===== src/rtl/rs_occupancy_ctrl_pkg.sv =====
// Shared scheduling constants for the reservation-station occupancy tracker.
package rs_occupancy_ctrl_pkg;
    localparam int NUM_RS           = 4;
    localparam int RS_BRANCH        = 0;
    localparam int RS_ALU1          = 1;
    localparam int RS_ALU2          = 2;
    localparam int RS_LDST          = 3;
    localparam int DEFAULT_RS_DEPTH = 8;
    localparam int DEFAULT_CNT_W    = 4;
endpackage


===== src/rtl/rs_occupancy_ctrl_counter.sv =====
// One reservation station's occupancy: saturating up-2/down-1 counter with
// flush and a sticky overflow/underflow flag.
module rs_occupancy_counter #(
    parameter int RS_DEPTH = 8,
    parameter int CNT_W    = 4
) (
    input  logic             iCLOCK,
    input  logic             iRESET_SYNC,
    input  logic             iFLUSH,
    input  logic             iDISP_0,
    input  logic             iDISP_1,
    input  logic             iREL,
    output logic [CNT_W-1:0] oCOUNT,
    output logic             oERR
);
    // Two bits of headroom so count+2 stays positive even at RS_DEPTH=15.
    localparam int SUM_W = CNT_W + 2;
    typedef logic signed [SUM_W-1:0] sum_t;
    localparam sum_t DEPTH_S = sum_t'(RS_DEPTH);

    logic [CNT_W-1:0] r_count;
    logic             r_err;
    sum_t             w_sum;
    logic [CNT_W-1:0] w_next;
    logic             w_ovf;
    logic             w_unf;

    function automatic logic [CNT_W-1:0] sat_count(input sum_t v);
        if (v > DEPTH_S) begin
            return CNT_W'(RS_DEPTH);
        end else if (v < sum_t'(0)) begin
            return '0;
        end
        return CNT_W'(v);
    endfunction

    always_comb begin
        w_sum  = sum_t'(r_count) + sum_t'(iDISP_0) + sum_t'(iDISP_1) - sum_t'(iREL);
        w_ovf  = (w_sum > DEPTH_S);
        w_unf  = (w_sum < sum_t'(0));
        w_next = sat_count(w_sum);
    end

    // Stage boundary: registered count and sticky error.
    always_ff @(posedge iCLOCK) begin
        if (iRESET_SYNC) begin
            r_count <= '0;
            r_err   <= 1'b0;
        end else if (iFLUSH) begin
            r_count <= '0;
        end else begin
            r_count <= w_next;
            if (w_ovf || w_unf) begin
                r_err <= 1'b1;
            end
        end
    end

    assign oCOUNT = r_count;
    assign oERR   = r_err;
endmodule


===== src/rtl/rs_occupancy_ctrl.sv =====
// Occupancy tracking for the four reservation stations; publishes counts,
// full flags and the conservative dispatch order-lock.
module rs_occupancy_ctrl
    import rs_occupancy_ctrl_pkg::*;
#(
    parameter int RS_DEPTH = DEFAULT_RS_DEPTH,
    parameter int CNT_W    = DEFAULT_CNT_W
) (
    input  logic              iCLOCK,
    input  logic              iRESET_SYNC,
    input  logic              iFLUSH,
    input  logic              iEXT_LOCK,
    input  logic [NUM_RS-1:0] iRS_DISP_0,
    input  logic [NUM_RS-1:0] iRS_DISP_1,
    input  logic [NUM_RS-1:0] iRS_REL,
    output logic [CNT_W-1:0]  oRS0_COUNT,
    output logic [CNT_W-1:0]  oRS1_COUNT,
    output logic [CNT_W-1:0]  oRS2_COUNT,
    output logic [CNT_W-1:0]  oRS3_COUNT,
    output logic [NUM_RS-1:0] oRS_FULL,
    output logic              oORDER_LOCK,
    output logic              oERR
);
    localparam logic [CNT_W-1:0] FULL_VAL = CNT_W'(RS_DEPTH);
    // Lock once fewer than two entries are free: both slots may hit one RS.
    localparam logic [CNT_W-1:0] LOCK_TH  = CNT_W'(RS_DEPTH - 2);

    logic [CNT_W-1:0]  w_count [NUM_RS];
    logic [NUM_RS-1:0] w_err;
    logic [NUM_RS-1:0] w_full;
    logic [NUM_RS-1:0] w_near;

    for (genvar g = 0; g < NUM_RS; g++) begin : g_rs
        rs_occupancy_counter #(
            .RS_DEPTH (RS_DEPTH),
            .CNT_W    (CNT_W)
        ) u_cnt (
            .iCLOCK      (iCLOCK),
            .iRESET_SYNC (iRESET_SYNC),
            .iFLUSH      (iFLUSH),
            .iDISP_0     (iRS_DISP_0[g]),
            .iDISP_1     (iRS_DISP_1[g]),
            .iREL        (iRS_REL[g]),
            .oCOUNT      (w_count[g]),
            .oERR        (w_err[g])
        );
    end

    always_comb begin
        w_full = '0;
        w_near = '0;
        for (int n = 0; n < NUM_RS; n++) begin
            w_full[n] = (w_count[n] == FULL_VAL);
            w_near[n] = (w_count[n] > LOCK_TH);
        end
    end

    assign oRS0_COUNT  = w_count[RS_BRANCH];
    assign oRS1_COUNT  = w_count[RS_ALU1];
    assign oRS2_COUNT  = w_count[RS_ALU2];
    assign oRS3_COUNT  = w_count[RS_LDST];
    assign oRS_FULL    = w_full;
    assign oORDER_LOCK = iEXT_LOCK | (|w_near);
    assign oERR        = |w_err;
endmodule


===== config.mk =====
export PLATFORM = sky130hd
export DESIGN_NAME = rs_occupancy_ctrl
export DESIGN_NICKNAME = d
export VERILOG_FILES = /design/src/rtl/rs_occupancy_ctrl_pkg.sv /design/src/rtl/rs_occupancy_ctrl_counter.sv /design/src/rtl/rs_occupancy_ctrl.sv
export SDC_FILE = /design/constraint.sdc
export NUM_CORES = 1
export LEC_CHECK = 0
export ABC_CLOCK_PERIOD_IN_PS = 3200
export CAP_MARGIN = 20
export CORE_MARGIN = 2
export CORE_UTILIZATION = 53
export DETAILED_ROUTE_END_ITERATION = 10
export GPL_ROUTABILITY_DRIVEN = 0
export PLACE_DENSITY = 0.92
export SYNTH_ARGS = -nofsm -noshare
export SYNTH_HDL_FRONTEND = slang
export SYNTH_SLANG_ARGS = --single-unit

===== constraint.sdc =====
create_clock -name iCLOCK -period 3.2 [get_ports iCLOCK]
set_input_delay 0.48 -clock iCLOCK [delete_from_list [all_inputs] [get_ports iCLOCK]]
set_output_delay 0.48 -clock iCLOCK [all_outputs]
set_load 0.05 [all_outputs]

==> metrics.cfg, run 1 <==
[timing]
fin_crit_ps = 2920
final.setup.worst_slack_ps = 285
min_period_over_period = 0.911
worst_pin_slew_ps = 716
relSlewSlack = 0.521
hold_viol = 0
finalSetupViolCount = 0
fmax_mhz = 343
rsz0062_at_grt = no
tns_ps = 0
skew_ps = 0.564
drv_slew = 0

[worst_hold_path]
min_from = g_rs[3].u_cnt.oERR$_SDFFE_PP0P_
worst_hold_path_type = reg -> reg
hold_path_depth = 1
hold_end = g_rs[3].u_cnt.oERR$_SDFFE_PP0P_

[layout]
drive_gt1_frac = 0.0727
postLayoutCellArea_um2 = 2460
insertedDiodeCount = 0
layout.nets = 328
syn2layout_area_growth_pct = 25.3

[routing]
drc = 0
viasPerCell = 5.61
ant_nets = 0
drtPass1Iterations = 4
wl_um = 4300
wl_per_cell_um = 13.3
drt_iter0_drc = 62
vias = 1813

[status]
outcome = completed

[clock_network]
cts_tree = yes
cts_max_level = 1
clk_pin_slew_ps = 80
cts-hold-fix-buffers = 0
cts_buffers = 3
cts_setup_buffers = 0
root_buffer = clkbuf_8
cts_sinks = 20
clkLatencyLatePin_ps = 260
cts_buffer_depth = 2
cts_resized = 0

[synthesis]
synth-edff-count = 0
async_reset_ff_frac = 0
synth.avg_cell_area_um2 = 8.37
yosys.area.top_type_share = 0.204
synth_seq_area_share = 0.204
synth.distinct_cells = 27
ys_ff_latch = 20
syn_inst = 235
yosysWarnings = 0
ys_top_cells_by_area = dfxtp_1 (20%), ha_1 (20%), inv_1 (7.1%), xnor2_1 (5.3%), nor2_1 (4.8%)
synth.largest_area_cell = dfxtp_1
synthFlopType = dfxtp_1
synth_area_um2 = 1970
synth_fp_nets = 287

[setup_path]
arrival_ps = 3100
critPathMaxFanout = 4
cpLargestDelayFamily = adder cells
end_kind = flip-flop
r2r_start = g_rs[1].u_cnt.oCOUNT[0]$_SDFF_PP0_
crit_path_start_kind = input pin
worstReg2RegEnd = g_rs[1].u_cnt.oCOUNT[3]$_SDFF_PP0_
r2r_slack_ps = 580
worst_path_largest_cell_delay_ps = 520
crit_top_cell = ha_1
required_ps = 3380
crit_path_cell_trace = clkdlybuf4s50_1 > ha_1 > ha_1 > xnor2_1 > inv_1 > ha_1 > o21ai_2 > or4b_1 > o41ai_2 > o21ai_0 > a21oi_1
crit_type = in -> reg
crit_path_top_delay_cell = or4b_1
reg2reg_depth = 10
path_buf_inv = 2

[global_routing]
grt_max_degree = 13
grt_pass1_vias = 1791
grt_usage = 0.221
grt_first_pass_wirelength_um = 7560
grt.overflow.total = 0
grt_antenna_before_repair = 0

[job]
drv_cap = 0

[floorplan]
die_h_um = 64.9
die-area_um2 = 4210
rows = 22
die_w_um = 64.9
io_pins = 38
initial_utilization = 0.545
core_um2 = 3610

[power]
p_leak_nw = 1.14
p_per_area_nw_per_um2 = 1200
vdd_drop_max_uv = 485

[placement]
place_hpwl_um = 3470
dp_slack_ps = 45.7
placed_area_um2 = 2390
io_buffers = 37

-- routing by layer --
metal  wire [um]  global-route usage  part of all wire  vias up
li1            -                   -                 -      929
met1        2010               0.261              0.47      848
met2        2130               0.414              0.49       32
met3         101              0.0174             0.024        4
met4          61              0.0771             0.014        0
met5           0                   0                 0        -
-- per-stage QoR --
step / power (mW) / hold slack, ps / std cells / util
detailed placement: 2.67 / 475 / 319 / 0.663
global route: 3.19 / 512 / 323 / 0.683
finish: 2.94 / 483 / 323 / 0.683
global placement: 2.59 / 455 / 319 / 0.663
floorplan: 2.17 / 440 / 235 / -
CTS: 2.93 / 483 / 323 / 0.683
-- report_power, final --
group          leakage, nW  total [mW]  switching, mW  internal (mW)
registers            0.163       0.438          0.102          0.336
clock network       0.0357       0.254         0.0871          0.167
logic                0.939        2.25           1.30          0.954
total                 1.14        2.94           1.49           1.46
-- synthesized netlist by cell type (8+ instances only) --
| cell | instances |
|---|---|
| a21oi_1 | 12 |
| a2bb2oi_1 | 8 |
| dfxtp_1 | 20 |
| ha_1 | 32 |
| inv_1 | 37 |
| nand3_1 | 16 |
| nor2_1 | 25 |
| o21ai_0 | 12 |
| xnor2_1 | 12 |
-- worst max path at each step --
stage                                             startpoint                            endpoint  cells past startpoint  slack [ps]
final                                          iRS_DISP_0[1]  g_rs[1].u_cnt.oCOUNT[3]$_SDFF_PP0_                     11         280
after global routing                           iRS_DISP_0[1]  g_rs[1].u_cnt.oCOUNT[3]$_SDFF_PP0_                     11         180
after floorplan           g_rs[1].u_cnt.oCOUNT[3]$_SDFF_PP0_                         oRS_FULL[1]                      1         380
after global placement                         iRS_DISP_0[1]     g_rs[1].u_cnt.oERR$_SDFFE_PP0P_                     11         140
after detailed placement                       iRS_DISP_0[1]  g_rs[1].u_cnt.oCOUNT[3]$_SDFF_PP0_                     11          50
after CTS                                      iRS_DISP_0[1]  g_rs[1].u_cnt.oCOUNT[3]$_SDFF_PP0_                     11         300
-- cell usage in the layout (no fill, tap or decap) --
cell	count
o211ai_1	4
nor2_1	25
or4_1	2
and2_1	4
dfxtp_1	20
or4b_1	4
or2_2	4
clkdlybuf4s50_1	37
or3_1	1
ha_1	32
o21ai_2	4
nor4b_1	4
a211oi_2	4
a2bb2oi_1	8
bufinv_16	1
nand3_1	16
o31ai_1	4
a22o_1	4
nand4_1	1
inv_1	37
o21bai_1	4
a21oi_1	12
clkbuf_8	3
xnor2_1	12
fa_1	4
o21ai_0	12
o41ai_2	4
o21ai_1	4
and3_1	4
-- final cells by class --
cell class / instances / area, um^2
fill: 285 / 1140
sequential: 20 / 400
timing repair buffer: 37 / 370
multi-input combinational: 177 / 1420
inverter: 37 / 139
clock inverter: 1 / 30.0
clock buffer: 3 / 41.3
tap: 48 / 60.1
-- registers in the layout, summed over array words and instances, names as in the netlist --
signal,cells
g_rs.u_cnt.oCOUNT,16
g_rs.u_cnt.oERR,4
-- worst register-to-register path, cell delays in order, from the launching register on --
cell	delay [ps]
dfxtp_1	340
ha_1	210
ha_1	210
xnor2_1	230
inv_1	70
ha_1	360
o21ai_2	100
or4b_1	520
o41ai_2	90
o21ai_0	210
a21oi_1	210
-- cells by family after synthesis --
family	synth area share
adders and majority gates	0.244
AOI/OAI and AO/OA	0.247
xor gates and xnor gates	0.0534
DFF	0.204
and+or+nand+nor	0.179
buffers and inverters	0.0732
(Power assumes the default switching activity.)
==> run 2, diff against run 1 <==
Settings changed: CTS_CLUSTER_DIAMETER set to 80.
==> results of run 2 <==
The final DEF is identical to that of run 1; final timing and power are the same.
==> run 3, diff against run 2 <==
Settings changed: MAX_ROUTING_LAYER set to met4.
==> run 3 against run 2 <==
  * Critical path depth stayed put
  * Sequential power is essentially flat
  * Hold slack hardly changed
  * Highest routed layer unchanged
  * Via count is 0.17% lower
  * Design area unchanged
==> metrics.cfg, run 3 (synthesis gave the netlist of run 1 again) <==
[layout]
insertedDiodeCount = 0  ; unchanged
largest_reg_flops = 16  ; unchanged
final_cells = 323  ; unchanged
drive_gt1_frac = 0.0727  ; unchanged
layout.nets = 328  ; unchanged
syn2layout_area_growth_pct = 25.3  ; unchanged
final_cell_mix = inv_1 (37), clkdlybuf4s50_1 (37), ha_1 (32)

[global_routing]
use_met3 = 0.0174  ; unchanged
grt_antenna_before_repair = 0  ; unchanged
busiest_layer = met2
met1_usage = 0.260  ; -0.00107
grt_first_pass_wirelength_um = 7560  ; about the same
grt_usage = 0.226  ; +0.00560
grt.overflow.total = 0  ; unchanged
met2_usage = 0.414  ; unchanged
grt_max_degree = 13  ; unchanged
grt_pass1_vias = 1792  ; +0.056%

[worst_hold_path]
worst_hold_path_type = reg -> reg

[setup_path]
critical_path.startpoint = iRS_DISP_0[1]
arrival_ps = 3110  ; about the same
crit_type = in -> reg
r2r_start = g_rs[1].u_cnt.oCOUNT[0]$_SDFF_PP0_
reg2reg_depth = 10  ; unchanged
worstReg2RegEnd = g_rs[1].u_cnt.oCOUNT[3]$_SDFF_PP0_
end_kind = flip-flop
crit_path_start_kind = input pin
required_ps = 3380  ; about the same
r2r_slack_ps = 570  ; about the same
crit_path_end = g_rs[1].u_cnt.oCOUNT[3]$_SDFF_PP0_
critPathMaxFanout = 4  ; unchanged

[clock_network]
cts_buffer_depth = 2  ; unchanged
clkLatencyLatePin_ps = 260  ; about the same
cts_buffers = 3  ; unchanged
clk_pin_slew_ps = 80  ; about the same
cts_sinks = 20  ; unchanged
root_buffer = clkbuf_8
cts_tree = yes
cts-hold-fix-buffers = 0  ; unchanged
cts_setup_buffers = 0  ; unchanged
cts_resized = 0  ; unchanged
cts_max_level = 1  ; unchanged

[power]
p_clk_frac = 0.086  ; about the same
p_per_area_nw_per_um2 = 1200  ; +0.14%
sequentialPowerShare = 0.148  ; about the same
p_int_mw = 1.46  ; about the same
combPwrFrac = 0.765  ; about the same
vdd_drop_max_uv = 485  ; unchanged
p_leak_nw = 1.14  ; unchanged
swShare = 0.506  ; +0.000524
p_switching_mw = 1.49  ; +0.24%

[floorplan]
die_w_um = 64.9  ; unchanged
die_h_um = 64.9  ; unchanged
die-area_um2 = 4210  ; unchanged
rows = 22  ; unchanged
core_um2 = 3610  ; unchanged
io_pins = 38  ; unchanged
initial_utilization = 0.545  ; unchanged

[placement]
place_hpwl_um = 3470  ; unchanged
placed_cells = 319  ; unchanged
io_buffers = 37  ; unchanged

[timing]
drv_slew = 0  ; unchanged
hold_viol = 0  ; unchanged
finalSetupViolCount = 0  ; unchanged
fin_crit_ps = 2930  ; +16.2 ps
skew_ps = 0.632  ; +0.0677 ps
worst_pin_slew_ps = 716  ; unchanged
fmax_mhz = 341  ; -0.55%
tns_ps = 0  ; unchanged
relSlewSlack = 0.521  ; unchanged
rsz0062_at_grt = no
min_period_over_period = 0.916  ; +0.00505

[routing]
vias = 1810  ; -0.17%
wl_per_cell_um = 13.4  ; +0.61%
drc = 0  ; unchanged
drt_iter0_drc = 57  ; -8.1%
viasPerCell = 5.60  ; -0.17%
wl_um = 4320  ; +0.61%
ant_nets = 0  ; unchanged
drtPass1Iterations = 4  ; unchanged

[job]
drv_cap = 0  ; unchanged

[status]
outcome = completed

==> run 3: cell counts in the layout (fill, tap and decap cells not counted) <==
No cell type changed its count.
==> run 3: how the worst min path moves through the flow <==
stage | from | to | slack (ps) | cells after the start
5_1_grt | g_rs[1].u_cnt.oERR$_SDFFE_PP0P_ | g_rs[1].u_cnt.oERR$_SDFFE_PP0P_ | 510 | 1
3_3_place_gp | g_rs[0].u_cnt.oERR$_SDFFE_PP0P_ | g_rs[0].u_cnt.oERR$_SDFFE_PP0P_ | 450 | 1
3_5_place_dp | g_rs[0].u_cnt.oERR$_SDFFE_PP0P_ | g_rs[0].u_cnt.oERR$_SDFFE_PP0P_ | 470 | 1
6_report | g_rs[3].u_cnt.oERR$_SDFFE_PP0P_ | g_rs[3].u_cnt.oERR$_SDFFE_PP0P_ | 480 | 1
4_1_cts | g_rs[3].u_cnt.oERR$_SDFFE_PP0P_ | g_rs[3].u_cnt.oERR$_SDFFE_PP0P_ | 480 | 1
2_1_floorplan | g_rs[0].u_cnt.oERR$_SDFFE_PP0P_ | g_rs[0].u_cnt.oERR$_SDFFE_PP0P_ | 440 | 1
==> run 3: layout make-up <==
cell class,instances,area [um^2]
Inverter,37,139
Timing Repair Buffer,37,370
Sequential cell,20,400
Clock buffer,3,41.3
Clock inverter,1,30.0
Multi-Input combinational cell,177,1420
Tap cell,48,60.1
Fill cell,285,1140
==> run 3: power groups by stage <==
stage	Combinational, mW	Clock, mW	Sequential (mW)
4_1_cts	2.25	0.254	0.433
3_5_place_dp	2.23	0	0.442
2_1_floorplan	1.54	0	0.627
3_3_place_gp	2.16	0	0.434
6_report	2.26	0.254	0.438
5_1_grt	2.47	0.267	0.448
==> run 3: worst max-delay path, cell delays in order <==
cell and delay, ps:
clkdlybuf4s50_1 410, ha_1 220, ha_1 210, xnor2_1 230, inv_1 70, ha_1 360, o21ai_2 100, or4b_1 520
o41ai_2 90, o21ai_0 210, a21oi_1 220
==> run 3: routing by layer <==
metal	wire length, um	up-vias
li1	-	930
met1	2030	844
met2	2130	32
met3	101	4
met4	61	0
met5	0	-
==> run 3: metrics by stage <==
| step | hold WS (ps) | instance area, um^2 | setup slack, ps | power [mW] | util |
|---|---|---|---|---|---|
| 2_1_floorplan | 440 | 1970 | 376 | 2.17 | - |
| 3_3_place_gp | 455 | 2390 | 135 | 2.59 | 0.663 |
| 3_5_place_dp | 475 | 2390 | 45.7 | 2.67 | 0.663 |
| 4_1_cts | 483 | 2460 | 299 | 2.93 | 0.683 |
| 5_1_grt | 512 | 2460 | 176 | 3.19 | 0.683 |
| 6_report | 483 | 2460 | 269 | 2.95 | 0.683 |
